===== src/rtl/mips_mem_pkg.sv =====
// Shared types and constants for the MIPS load/store unit.
// MISALIGNED_SPLIT_EN adds the REQ_HI state for two-beat misaligned accesses.
package mips_mem_pkg;

  localparam int MEM_BYTES_DEF = 40;

  localparam logic [2:0] OP_LB  = 3'b000;
  localparam logic [2:0] OP_LH  = 3'b001;
  localparam logic [2:0] OP_LW  = 3'b010;
  localparam logic [2:0] OP_LBU = 3'b100;
  localparam logic [2:0] OP_LHU = 3'b101;

  localparam logic [2:0] SZ_BYTE = 3'd1;
  localparam logic [2:0] SZ_HALF = 3'd2;
  localparam logic [2:0] SZ_WORD = 3'd4;

  typedef enum logic [1:0] {
    ST_IDLE,
    ST_REQ,
    ST_DONE
`ifdef MISALIGNED_SPLIT_EN
    , ST_REQ_HI
`endif
  } lsu_state_e;

  typedef struct packed {
    logic       we;
    logic [2:0] op;
    logic [1:0] off;
  } lsu_req_t;

  function automatic logic [2:0] op_size(input logic [2:0] op);
    case (op[1:0])
      2'b00:   return SZ_BYTE;
      2'b01:   return SZ_HALF;
      default: return SZ_WORD;
    endcase
  endfunction

  // Stores ignore the sign bit, so only the size field must be legal for them.
  function automatic logic op_legal(input logic [2:0] op, input logic is_store);
    if (op[1:0] == 2'b11) return 1'b0;
    if (is_store)         return 1'b1;
    return !(op[2] && op[1]);
  endfunction

endpackage


===== src/rtl/mips_lsu_if.sv =====
// Word-wide data-memory bus between the LSU (master) and the memory responder (slave).
interface mips_lsu_if;
  logic        bus_req;
  logic        bus_we;
  logic [31:0] bus_addr;
  logic [31:0] bus_wdata;
  logic [3:0]  bus_be;
  logic        bus_ack;
  logic [31:0] bus_rdata;

  modport master (
    output bus_req, bus_we, bus_addr, bus_wdata, bus_be,
    input  bus_ack, bus_rdata
  );

  modport slave (
    input  bus_req, bus_we, bus_addr, bus_wdata, bus_be,
    output bus_ack, bus_rdata
  );
endinterface


===== src/rtl/lsu_lane_align.sv =====
// Lane steering for the LSU: byte enables over a two-word window, rotated store
// data, and load extraction/extension from a {hi, lo} word pair.
module lsu_lane_align
  import mips_mem_pkg::*;
(
  input  logic [2:0]  op,
  input  logic [1:0]  off,
  input  logic [31:0] wdata_in,
  input  logic [31:0] rdata_lo,
  input  logic [31:0] rdata_hi,
  output logic [3:0]  be_lo,
  output logic [3:0]  be_hi,
  output logic [31:0] wdata,
  output logic [31:0] rdata_ext
);
  logic [7:0]  be_mask;
  logic [7:0]  be_win;
  logic [31:0] rep;
  logic [63:0] rot;
  logic [63:0] rd_win;
  logic [31:0] rd_sh;

  always_comb begin
    be_mask = 8'h0F;
    rep     = wdata_in;
    case (op[1:0])
      2'b00: begin be_mask = 8'h01; rep = {4{wdata_in[7:0]}};  end
      2'b01: begin be_mask = 8'h03; rep = {2{wdata_in[15:0]}}; end
      default: ;
    endcase
    be_win = be_mask << off;
    be_lo  = be_win[3:0];
    be_hi  = be_win[7:4];
    // Rotating the replicated data leaves aligned lanes unchanged and puts the
    // spill-over bytes of a misaligned access in the low lanes of the next word.
    rot    = {rep, rep} << {off, 3'b000};
    wdata  = rot[63:32];
    rd_win = {rdata_hi, rdata_lo} >> {off, 3'b000};
    rd_sh  = rd_win[31:0];
    case (op[1:0])
      2'b00:   rdata_ext = op[2] ? {24'b0, rd_sh[7:0]}  : {{24{rd_sh[7]}},  rd_sh[7:0]};
      2'b01:   rdata_ext = op[2] ? {16'b0, rd_sh[15:0]} : {{16{rd_sh[15]}}, rd_sh[15:0]};
      default: rdata_ext = rd_sh;
    endcase
  end
endmodule


===== src/rtl/mips_lsu.sv =====
// MIPS load/store unit: turns MemRead/MemWrite into word bus beats, stalls until ack.
// Define MISALIGNED_SPLIT_EN to split misaligned half/word accesses into two beats.
module mips_lsu
  import mips_mem_pkg::*;
#(
  parameter int MEM_BYTES = MEM_BYTES_DEF,
  parameter int TIMEOUT   = 15
) (
  input  logic        clk,
  input  logic        reset,
  input  logic        MemRead,
  input  logic        MemWrite,
  input  logic [2:0]  mem_op,
  input  logic [31:0] Address,
  input  logic [31:0] WriteData,
  output logic [31:0] ReadData,
  output logic        stall,
  output logic        fault,
  mips_lsu_if.master  bus
);
  lsu_state_e  state_q, state_d;
  lsu_req_t    req_q, req_d;
  logic [3:0]  cnt_q, cnt_d;
  logic [31:0] rdata_q, rdata_d;
  logic        fault_q, fault_d;
  logic        bus_req_q, bus_req_d;
  logic        bus_we_q, bus_we_d;
  logic [31:0] bus_addr_q, bus_addr_d;
  logic [31:0] bus_wdata_q, bus_wdata_d;
  logic [3:0]  bus_be_q, bus_be_d;
`ifdef MISALIGNED_SPLIT_EN
  logic [31:0] lo_q, lo_d;
`endif

  logic [2:0]  al_op;
  logic [1:0]  al_off;
  logic [31:0] al_rd_lo, al_rd_hi, al_wdata, al_rdata;
  logic [3:0]  al_be_lo, al_be_hi;
  logic [2:0]  acc_size;
  logic [32:0] acc_end;
  logic        acc_err;
  logic        timeout_hit;

  // In IDLE the aligner sees the live request; afterwards the latched one.
  always_comb begin
    al_op  = (state_q == ST_IDLE) ? mem_op       : req_q.op;
    al_off = (state_q == ST_IDLE) ? Address[1:0] : req_q.off;
`ifdef MISALIGNED_SPLIT_EN
    al_rd_lo = (state_q == ST_REQ_HI) ? lo_q : bus.bus_rdata;
    al_rd_hi = (state_q == ST_REQ_HI) ? bus.bus_rdata : 32'h0;
`else
    al_rd_lo = bus.bus_rdata;
    al_rd_hi = 32'h0;
`endif
  end

  lsu_lane_align u_align (
    .op       (al_op),
    .off      (al_off),
    .wdata_in (WriteData),
    .rdata_lo (al_rd_lo),
    .rdata_hi (al_rd_hi),
    .be_lo    (al_be_lo),
    .be_hi    (al_be_hi),
    .wdata    (al_wdata),
    .rdata_ext(al_rdata)
  );

  always_comb begin
    acc_size = op_size(mem_op);
    acc_end  = {1'b0, Address} + 33'(acc_size);
    acc_err  = (MemRead && MemWrite) || !op_legal(mem_op, MemWrite) ||
               (acc_end > 33'(MEM_BYTES));
`ifndef MISALIGNED_SPLIT_EN
    // A spill into the next word catches odd halves at offset 3 and all
    // unaligned words; the odd half at offset 1 stays inside one word.
    acc_err = acc_err || (al_be_hi != 4'b0) || (acc_size == SZ_HALF && Address[0]);
`endif
  end

  assign timeout_hit = (cnt_q == 4'(TIMEOUT - 1));

  always_comb begin
    state_d     = state_q;
    req_d       = req_q;
    cnt_d       = cnt_q;
    rdata_d     = rdata_q;
    fault_d     = 1'b0;
    bus_req_d   = bus_req_q;
    bus_we_d    = bus_we_q;
    bus_addr_d  = bus_addr_q;
    bus_wdata_d = bus_wdata_q;
    bus_be_d    = bus_be_q;
`ifdef MISALIGNED_SPLIT_EN
    lo_d        = lo_q;
`endif
    case (state_q)
      ST_IDLE: begin
        if (MemRead || MemWrite) begin
          req_d = '{we: MemWrite, op: mem_op, off: Address[1:0]};
          cnt_d = 4'd0;
          if (acc_err) begin
            state_d = ST_DONE;
            fault_d = 1'b1;
          end else begin
            state_d     = ST_REQ;
            bus_req_d   = 1'b1;
            bus_we_d    = MemWrite;
            bus_addr_d  = {Address[31:2], 2'b00};
            bus_wdata_d = al_wdata;
            bus_be_d    = al_be_lo;
          end
        end
      end
`ifdef MISALIGNED_SPLIT_EN
      ST_REQ, ST_REQ_HI: begin
`else
      ST_REQ: begin
`endif
        if (bus.bus_ack) begin
          cnt_d = 4'd0;
`ifdef MISALIGNED_SPLIT_EN
          if (state_q == ST_REQ && al_be_hi != 4'b0) begin
            state_d    = ST_REQ_HI;
            lo_d       = bus.bus_rdata;
            bus_addr_d = bus_addr_q + 32'd4;
            bus_be_d   = al_be_hi;
          end else
`endif
          begin
            state_d   = ST_DONE;
            bus_req_d = 1'b0;
            if (!req_q.we) rdata_d = al_rdata;
          end
        end else if (timeout_hit) begin
          state_d   = ST_DONE;
          bus_req_d = 1'b0;
          fault_d   = 1'b1;
          cnt_d     = 4'd0;
        end else begin
          cnt_d = cnt_q + 4'd1;
        end
      end
      ST_DONE: state_d = ST_IDLE;
      default: state_d = ST_IDLE;
    endcase
  end

  always_ff @(posedge clk) begin
    if (reset) begin
      state_q     <= ST_IDLE;
      req_q       <= '0;
      cnt_q       <= 4'd0;
      rdata_q     <= 32'h0;
      fault_q     <= 1'b0;
      bus_req_q   <= 1'b0;
      bus_we_q    <= 1'b0;
      bus_addr_q  <= 32'h0;
      bus_wdata_q <= 32'h0;
      bus_be_q    <= 4'h0;
`ifdef MISALIGNED_SPLIT_EN
      lo_q        <= 32'h0;
`endif
    end else begin
      state_q     <= state_d;
      req_q       <= req_d;
      cnt_q       <= cnt_d;
      rdata_q     <= rdata_d;
      fault_q     <= fault_d;
      bus_req_q   <= bus_req_d;
      bus_we_q    <= bus_we_d;
      bus_addr_q  <= bus_addr_d;
      bus_wdata_q <= bus_wdata_d;
      bus_be_q    <= bus_be_d;
`ifdef MISALIGNED_SPLIT_EN
      lo_q        <= lo_d;
`endif
    end
  end

  assign stall         = (state_q == ST_IDLE) ? (MemRead | MemWrite) : (state_q != ST_DONE);
  assign fault         = fault_q;
  assign ReadData      = rdata_q;
  assign bus.bus_req   = bus_req_q;
  assign bus.bus_we    = bus_we_q;
  assign bus.bus_addr  = bus_addr_q;
  assign bus.bus_wdata = bus_wdata_q;
  assign bus.bus_be    = bus_be_q;
endmodule


===== src/flat_wrapper.sv =====
// flat-port wrapper written by rule: the top's interface ports become plain ports
module mips_lsu_flat import mips_mem_pkg::*;
#(
  parameter int MEM_BYTES = MEM_BYTES_DEF,
  parameter int TIMEOUT   = 15
)
  (clk, reset, MemRead, MemWrite, mem_op, Address, WriteData, ReadData, stall, fault, bus_bus_req, bus_bus_we, bus_bus_addr, bus_bus_wdata, bus_bus_be, bus_bus_ack, bus_bus_rdata);
  mips_lsu_if bus_i ();
  input  logic clk;
  input  logic reset;
  input  logic MemRead;
  input  logic MemWrite;
  input  logic [2:0] mem_op;
  input  logic [31:0] Address;
  input  logic [31:0] WriteData;
  output logic [31:0] ReadData;
  output logic stall;
  output logic fault;
  output wire logic [$bits(bus_i.bus_req)-1:0] bus_bus_req;
  output wire logic [$bits(bus_i.bus_we)-1:0] bus_bus_we;
  output wire logic [$bits(bus_i.bus_addr)-1:0] bus_bus_addr;
  output wire logic [$bits(bus_i.bus_wdata)-1:0] bus_bus_wdata;
  output wire logic [$bits(bus_i.bus_be)-1:0] bus_bus_be;
  input wire logic [$bits(bus_i.bus_ack)-1:0] bus_bus_ack;
  input wire logic [$bits(bus_i.bus_rdata)-1:0] bus_bus_rdata;
  assign bus_bus_req = bus_i.bus_req;
  assign bus_bus_we = bus_i.bus_we;
  assign bus_bus_addr = bus_i.bus_addr;
  assign bus_bus_wdata = bus_i.bus_wdata;
  assign bus_bus_be = bus_i.bus_be;
  assign bus_i.bus_ack = bus_bus_ack;
  assign bus_i.bus_rdata = bus_bus_rdata;
  mips_lsu #(.MEM_BYTES(MEM_BYTES), .TIMEOUT(TIMEOUT)) u_core (.clk(clk), .reset(reset), .MemRead(MemRead), .MemWrite(MemWrite), .mem_op(mem_op), .Address(Address), .WriteData(WriteData), .ReadData(ReadData), .stall(stall), .fault(fault), .bus(bus_i));
endmodule

===== config.mk =====
export PLATFORM = sky130hd
export DESIGN_NAME = mips_lsu_flat
export DESIGN_NICKNAME = d
export VERILOG_FILES = /design/src/rtl/mips_mem_pkg.sv /design/src/rtl/mips_lsu_if.sv /design/src/rtl/lsu_lane_align.sv /design/src/rtl/mips_lsu.sv /design/src/flat_wrapper.sv
export SDC_FILE = /design/constraint.sdc
export NUM_CORES = 1
export LEC_CHECK = 0
export CAP_MARGIN = 20
export CORE_MARGIN = 3
export CORE_UTILIZATION = 50
export CTS_CLUSTER_SIZE = 16
export DETAILED_ROUTE_END_ITERATION = 12
export PLACE_DENSITY = 0.84
export SKIP_LAST_GASP = 1
export SYNTH_ARGS = -nofsm -noshare
export SYNTH_HDL_FRONTEND = slang
export SYNTH_HIERARCHICAL = 1
export SYNTH_SLANG_ARGS = --single-unit

===== constraint.sdc =====
create_clock -name clk -period 7.2 [get_ports clk]
set_input_delay 1.44 -clock clk [delete_from_list [all_inputs] [get_ports clk]]
set_output_delay 1.44 -clock clk [all_outputs]
set_load 0.02 [all_outputs]

# Word level (Yosys, flattened, before mapping)
# Cells that the tools add are included.
# W data, S select, Z words.
# op_classes
order_cmp	1
bitwise	3
n_shift	3
muxes	35
addsub	2
n_eq_ne	10
n_reduce_logical	21
# ops
cell	count
$pmux W32 S2	2
$mux W32	2
$shl A64 B5 Y64	1
$add A32 B3 Y33	1
$gt A33 B6 Y1 const B	1
$shr A32 B5 Y32	1
$mux W1	16
$pmux W4 S2	2
$mux W4	3
$mux W2	5
$shl A4 B2 Y8	1
$eq A2 B1 Y1 const B	3
$logic_not A2 Y1	3
$ne A2 B2 Y1 const B	3
$pmux W3 S2	1
$reduce_and A2 Y1	3
$reduce_and A3 Y1	2
$logic_or A1 B1 Y1	5
$add A4 B1 Y4 const B	1
$eq A4 B4 Y1 const B	1
$pmux W1 S2	2
$pmux W2 S2	1
$reduce_and A4 Y1	1
$reduce_bool A4 Y1	1
other kinds (9)	13
# totals
register_bits	113
in_bits	104
elab_cells	87
output_inout_bits	104

# Longest topological paths before layout
# depth
ltp_word	13
depth_mapped	17
mapped_depth_nobuf	12

# Hierarchy
# The synthesis kept the hierarchy.
# by_module_without_submodules
module	seq_area_each_um2	instances	area_per_inst_um2	cells_each
mips_lsu	2262.2	1	4822.1	530
lsu_lane_align	0.0	1	2409.8	256

# Least setup slack after synthesis
# OpenSTA, ideal clock, no wires.
# synth_path
path_type	input port to flip-flop
from	input port mem_op[1]
to	register u_core.bus_wdata_q[23], in the netlist u_core/bus.bus_wdata[23]
n_path_buf	5
cell_stages	16
t_arrival_ns	4.844
slack_ns	2.229
path_cell_list	mux2_2 > buf_4 > buf_2 > buf_2 > a21o_1 > a21o_1 > or4_1 > a221oi_2 > o311a_1 > o2111ai_1 > or4_4 > nor4_2 > buf_6 > buf_8 > mux2i_1 > nor2_1
# synth_lines
element	line_no	rtl
start: declaration	flat_wrapper.sv:13	input logic [2:0] mem_op;
$mux W3 *	mips_lsu.sv:46	al_op = (state_q == ST_IDLE) ? mem_op : req_q.op;
$eq A2 B1 Y1 / $logic_not A2 Y1 (equally long branches)	lsu_lane_align.sv:26	case (op[1:0])
$pmux W4 S2 *	lsu_lane_align.sv:26	
$shl A4 B2 Y8 *	lsu_lane_align.sv:31	be_win = be_mask << off;
net u_core.al_be_hi[0]	mips_lsu.sv:38	logic [3:0] al_be_lo, al_be_hi;
$reduce_bool A4 Y1 *	mips_lsu.sv:77	acc_err = acc_err || (al_be_hi != 4'b0) || (acc_size == SZ_HALF && Address[0]);
$logic_or A1 B1 Y1 * (2 in series)	mips_lsu.sv:77	
$not A1 Y1 (no source line) *	n/a	
$reduce_and A3 Y1 (no source line) *	n/a	
end signal: assignment	mips_lsu.sv:173	bus_wdata_q <= bus_wdata_d;
end: declaration	mips_lsu.sv:29	logic [31:0] bus_wdata_q, bus_wdata_d;
# Mark *: on every way through the listed nets, which the timed path passes. The rest lies on a longest branch.
# A chain may end at the register's enable or synchronous reset.

# Worst setup path after layout
# layout_path
from	input port mem_op[1]
to	register u_core.bus_wdata_q[30], in the netlist u_core/bus.bus_wdata[30]
# layout_lines
element	line_no	rtl
$mux W3 *	mips_lsu.sv:46	
net u_core.al_op[1]	mips_lsu.sv:35	logic [2:0] al_op;
$eq A2 B1 Y1 / $logic_not A2 Y1 (equally long branches)	lsu_lane_align.sv:26	
$pmux W4 S2 *	lsu_lane_align.sv:26	
$shl A4 B2 Y8 *	lsu_lane_align.sv:31	
net u_core.al_be_hi[1]	mips_lsu.sv:38	
$reduce_bool A4 Y1 *	mips_lsu.sv:77	
$logic_or A1 B1 Y1 * (2 in series)	mips_lsu.sv:77	
$not A1 Y1 (no source line) *	n/a	
$reduce_and A3 Y1 (no source line) *	n/a	
# Marked as above.

==> metrics.md <==
| Metric | Value |
|---|---|
| CTS root buffer | `clkbuf_16` |
| DR WL/cell | `17.1 microns` |
| CP arrival | `5720 ps` |
| Number of global-route vias before repair | `6677` |
| Clock skew | `9.67 ps` |
| Antenna violations before repair | `0` |
| Actual slew at the worst max-slew pin | `958 ps` |
| Status | `complete, no violations` |
| CP endpoint kind | `flop` |
| Gr usage total | `25.3%` |
| DR DRC count | `0` |
| Seq/Total Area, Yosys | `31.3%` |
| Area grow syn2layout | `38.3%` |
| Unrepaired setup endpoints after global routing | `no` |
| MaxCap Viol Count | `0` |
| Setup TNS | `0 ps` |
| Layout cells sized above 1 | `10.6%` |
| Post-cts resize count | `0` |
| Hold depth | `2` |
| Placed cells | `1164` |
| # rows | `43` |
| Yosys reg bits | `113` |
| GPL Wtd Cong | `0.862` |
| Synth Flop Type | `dfxtp_1` |
| Max Fanout on Critical Path | `39` |
| Tmin final | `5450 ps` |
| Inserted Diodes | `0` |
| Most frequent cell after synthesis | `dfxtp_1` |
| Post-synth EDFFs | `0` |
| Pwr Density | `189 mW/mm^2` |
| Cell variety after synth | `68` |
| Worst slew margin | `36.1%` |
| Routed Antenna Nets | `0` |
| CTS buffer count | `17` |
| Post-Synthesis Cells | `786` |
| Final-report hold violation count | `0` |
| FFs w/ async S/R, synth | `0%` |
| Hold EP | `u_core/ReadData[1]` |
| Max IR drop VDD | `176 uV` |
| FMAX | `183 MHz` |
| Kind of start point of the critical path | `input pin` |
| NumNets Final | `1114` |
| Final WL | `20500 microns` |
| I/O Pins | `208` |
| Core Area | `0.0140 sq mm` |
| Synth cell count leaders | `113 x dfxtp_1, 101 x nand2_1, 94 x mux2i_1, 67 x nor2_1, 42 x mux4_2` |
| Origin of the critical flop-to-flop path | `u_core/state_q[1]` |
| Dpl hpwl | `14000 microns` |
| Clk slew on worst S/H paths | `60 ps` |
| WP data required | `7470 ps` |
| Final period util | `75.7%` |
| Max H-tree Level | `4` |
| Worst skew pair latency | `420 ps` |
| TritonCTS Sinks | `113` |
| Post-Syn Area | `0.00723 sq mm` |
| Total power draw | `1.89 mW` |
| Worst Reg-to-Reg Cells | `13` |
| Syn_area_per_cell | `9.20 sq um` |
| Top cell type's share of synthesized area | `31.3%` |
| Leakage Power | `3.77 nW` |
| Synth top area cells | `dfxtp_1 31%, mux4_2 13%, mux2i_1 13%` |
| DRT iter0 DRCs | `540` |
| Setup violators final | `0` |
| Post-CTS Hold Buffers | `0` |
| PortBufs | `205` |
| CTS tree | `done` |
| First-pass GRT wire length | `33300 microns` |
| Drt first pass iters | `7` |
| Die Height | `126 microns` |
| Post-Layout Cell Count | `1197` |
| Vias per cell | `5.69` |
| Pin count of the biggest net entering global routing | `87` |
| DIE AREA | `0.0159 sq mm` |
| Die Wd | `126 microns` |
| Hold crit path type | `reg -> reg` |
| Remaining global-route overflow | `0` |
| Setup repair bufs after CTS | `0` |
| Yosys warning count | `6` |
| Initial core utilization | `51.7%` |
| Internal reg-to-reg setup slack | `2140 ps` |
| Setup CP Type | `in -> reg` |
| Post-placement cell area | `0.00939 sq mm` |
| Worst hold start | `u_core/ReadData[1]` |
| Via count | `6806` |
| RR Endpoint | `u_core/bus.bus_wdata[30]` |
| Worst hold slack | `455 ps` |
| Fin area | `0.0100 sq mm` |
| Area leader, netlist | `dfxtp_1` |
| Slew Viols, Final | `0` |
| CTS Buffer Depth | `2` |
==> worst max-delay path by stage <==
stage	slack, ps	startpoint	cells past startpoint	to
final	1750	mem_op[1]	13	u_core/bus.bus_wdata[30]
after floorplan	2230	mem_op[1]	16	u_core/bus.bus_wdata[23]
after detailed placement	1380	mem_op[1]	13	u_core/bus.bus_wdata[20]
after global routing	1490	mem_op[1]	13	u_core/bus.bus_wdata[22]
after CTS	1790	mem_op[1]	13	u_core/bus.bus_wdata[20]
after global placement	1490	mem_op[1]	13	u_core/bus.bus_wdata[27]
==> kinds of logic (layout without fill, tap and decap cells) <==
| kind of cell | after synthesis | after routing | synth area share [%] |
|---|---|---|---|
| compound gates | 122 | 122 | 11.1 |
| xor+xnor | 9 | 9 | 1.09 |
| fa+ha+maj | 6 | 6 | 1.14 |
| buf+inv | 96 | 277 | 7.30 |
| flops | 113 | 113 | 31.3 |
| mux | 151 | 151 | 28.6 |
| other cells | 2 | 52 | 0.104 |
| simple gates | 287 | 287 | 19.4 |
==> where the power goes <==
group	leakage (nW)	switching [mW]	total, mW	internal (mW)
Combinational	2.57	0.194	0.384	0.190
Clock	0.288	0.321	0.870	0.549
Sequential	0.912	0.00351	0.633	0.630
Total	3.77	0.519	1.89	1.37
==> through the flow <==
| step | setup slack (ps) | utilization [%] |
|---|---|---|
| 3_3_place_gp | 1490 | 67.0 |
| 2_1_floorplan | 2230 | - |
| 6_report | 1750 | 71.5 |
| 5_1_grt | 1490 | 71.5 |
| 4_1_cts | 1790 | 71.5 |
| 3_5_place_dp | 1380 | 67.1 |
==> critical path, stage by stage <==
cell             delay, ps
clkdlybuf4s50_1        510
mux2_2                 550
and2_1                 260
a21o_1                 140
or4_1                  540
a221oi_2               200
o311a_1                190
o2111ai_1              100
or4_4                  550
nor4_4                 560
buf_12                 360
mux2i_1                240
nor2_1                  60
==> flip-flops by register name, indices dropped and copies added (netlist names) <==
signal and cells:
u_core/fault 1, u_core/req_q 6, u_core/state_q 2, u_core/bus.bus_req 1
u_core/bus.bus_be 4, u_core/bus.bus_we 1, u_core/cnt_q 4, u_core/ReadData 32
u_core/bus.bus_wdata 32, u_core/bus.bus_addr 30
==> cell usage in the layout (no fill, tap or decap), types with 9 or more instances in the layout <==
cell type,n
clkdlybuf4s50_1,204
dfxtp_1,113
nand2_1,101
mux2i_1,94
nor2_1,67
conb_1,52
mux4_2,42
a21oi_1,39
and2_1,35
inv_1,31
clkbuf_16,17
o21ai_0,17
mux2_2,12
o21ai_1,12
or3_1,12
nand3_1,9
nand4_1,9
==> area by class of cell <==
type	instances	area, sq um
Inverter	31	116
Clock buffer	18	429
Fill cell	1055	3990
Clock inverter	14	179
Tap cell	180	225
Multi-Input combinational cell	627	4660
Timing Repair Buffer	214	2130
Sequential cell	113	2260
==> layer usage <==
metal / routed length [microns] / track usage [%] / up-vias / part of all wire (%)
li1: - / - / 3220 / -
met1: 8800 / 33.4 / 3240 / 43
met2: 9730 / 40.8 / 312 / 47
met3: 1560 / 6.06 / 34 / 7.6
met4: 430 / 8.64 / 0 / 2.1
met5: 0 / 0 / - / 0
(Power assumes the default switching activity.)
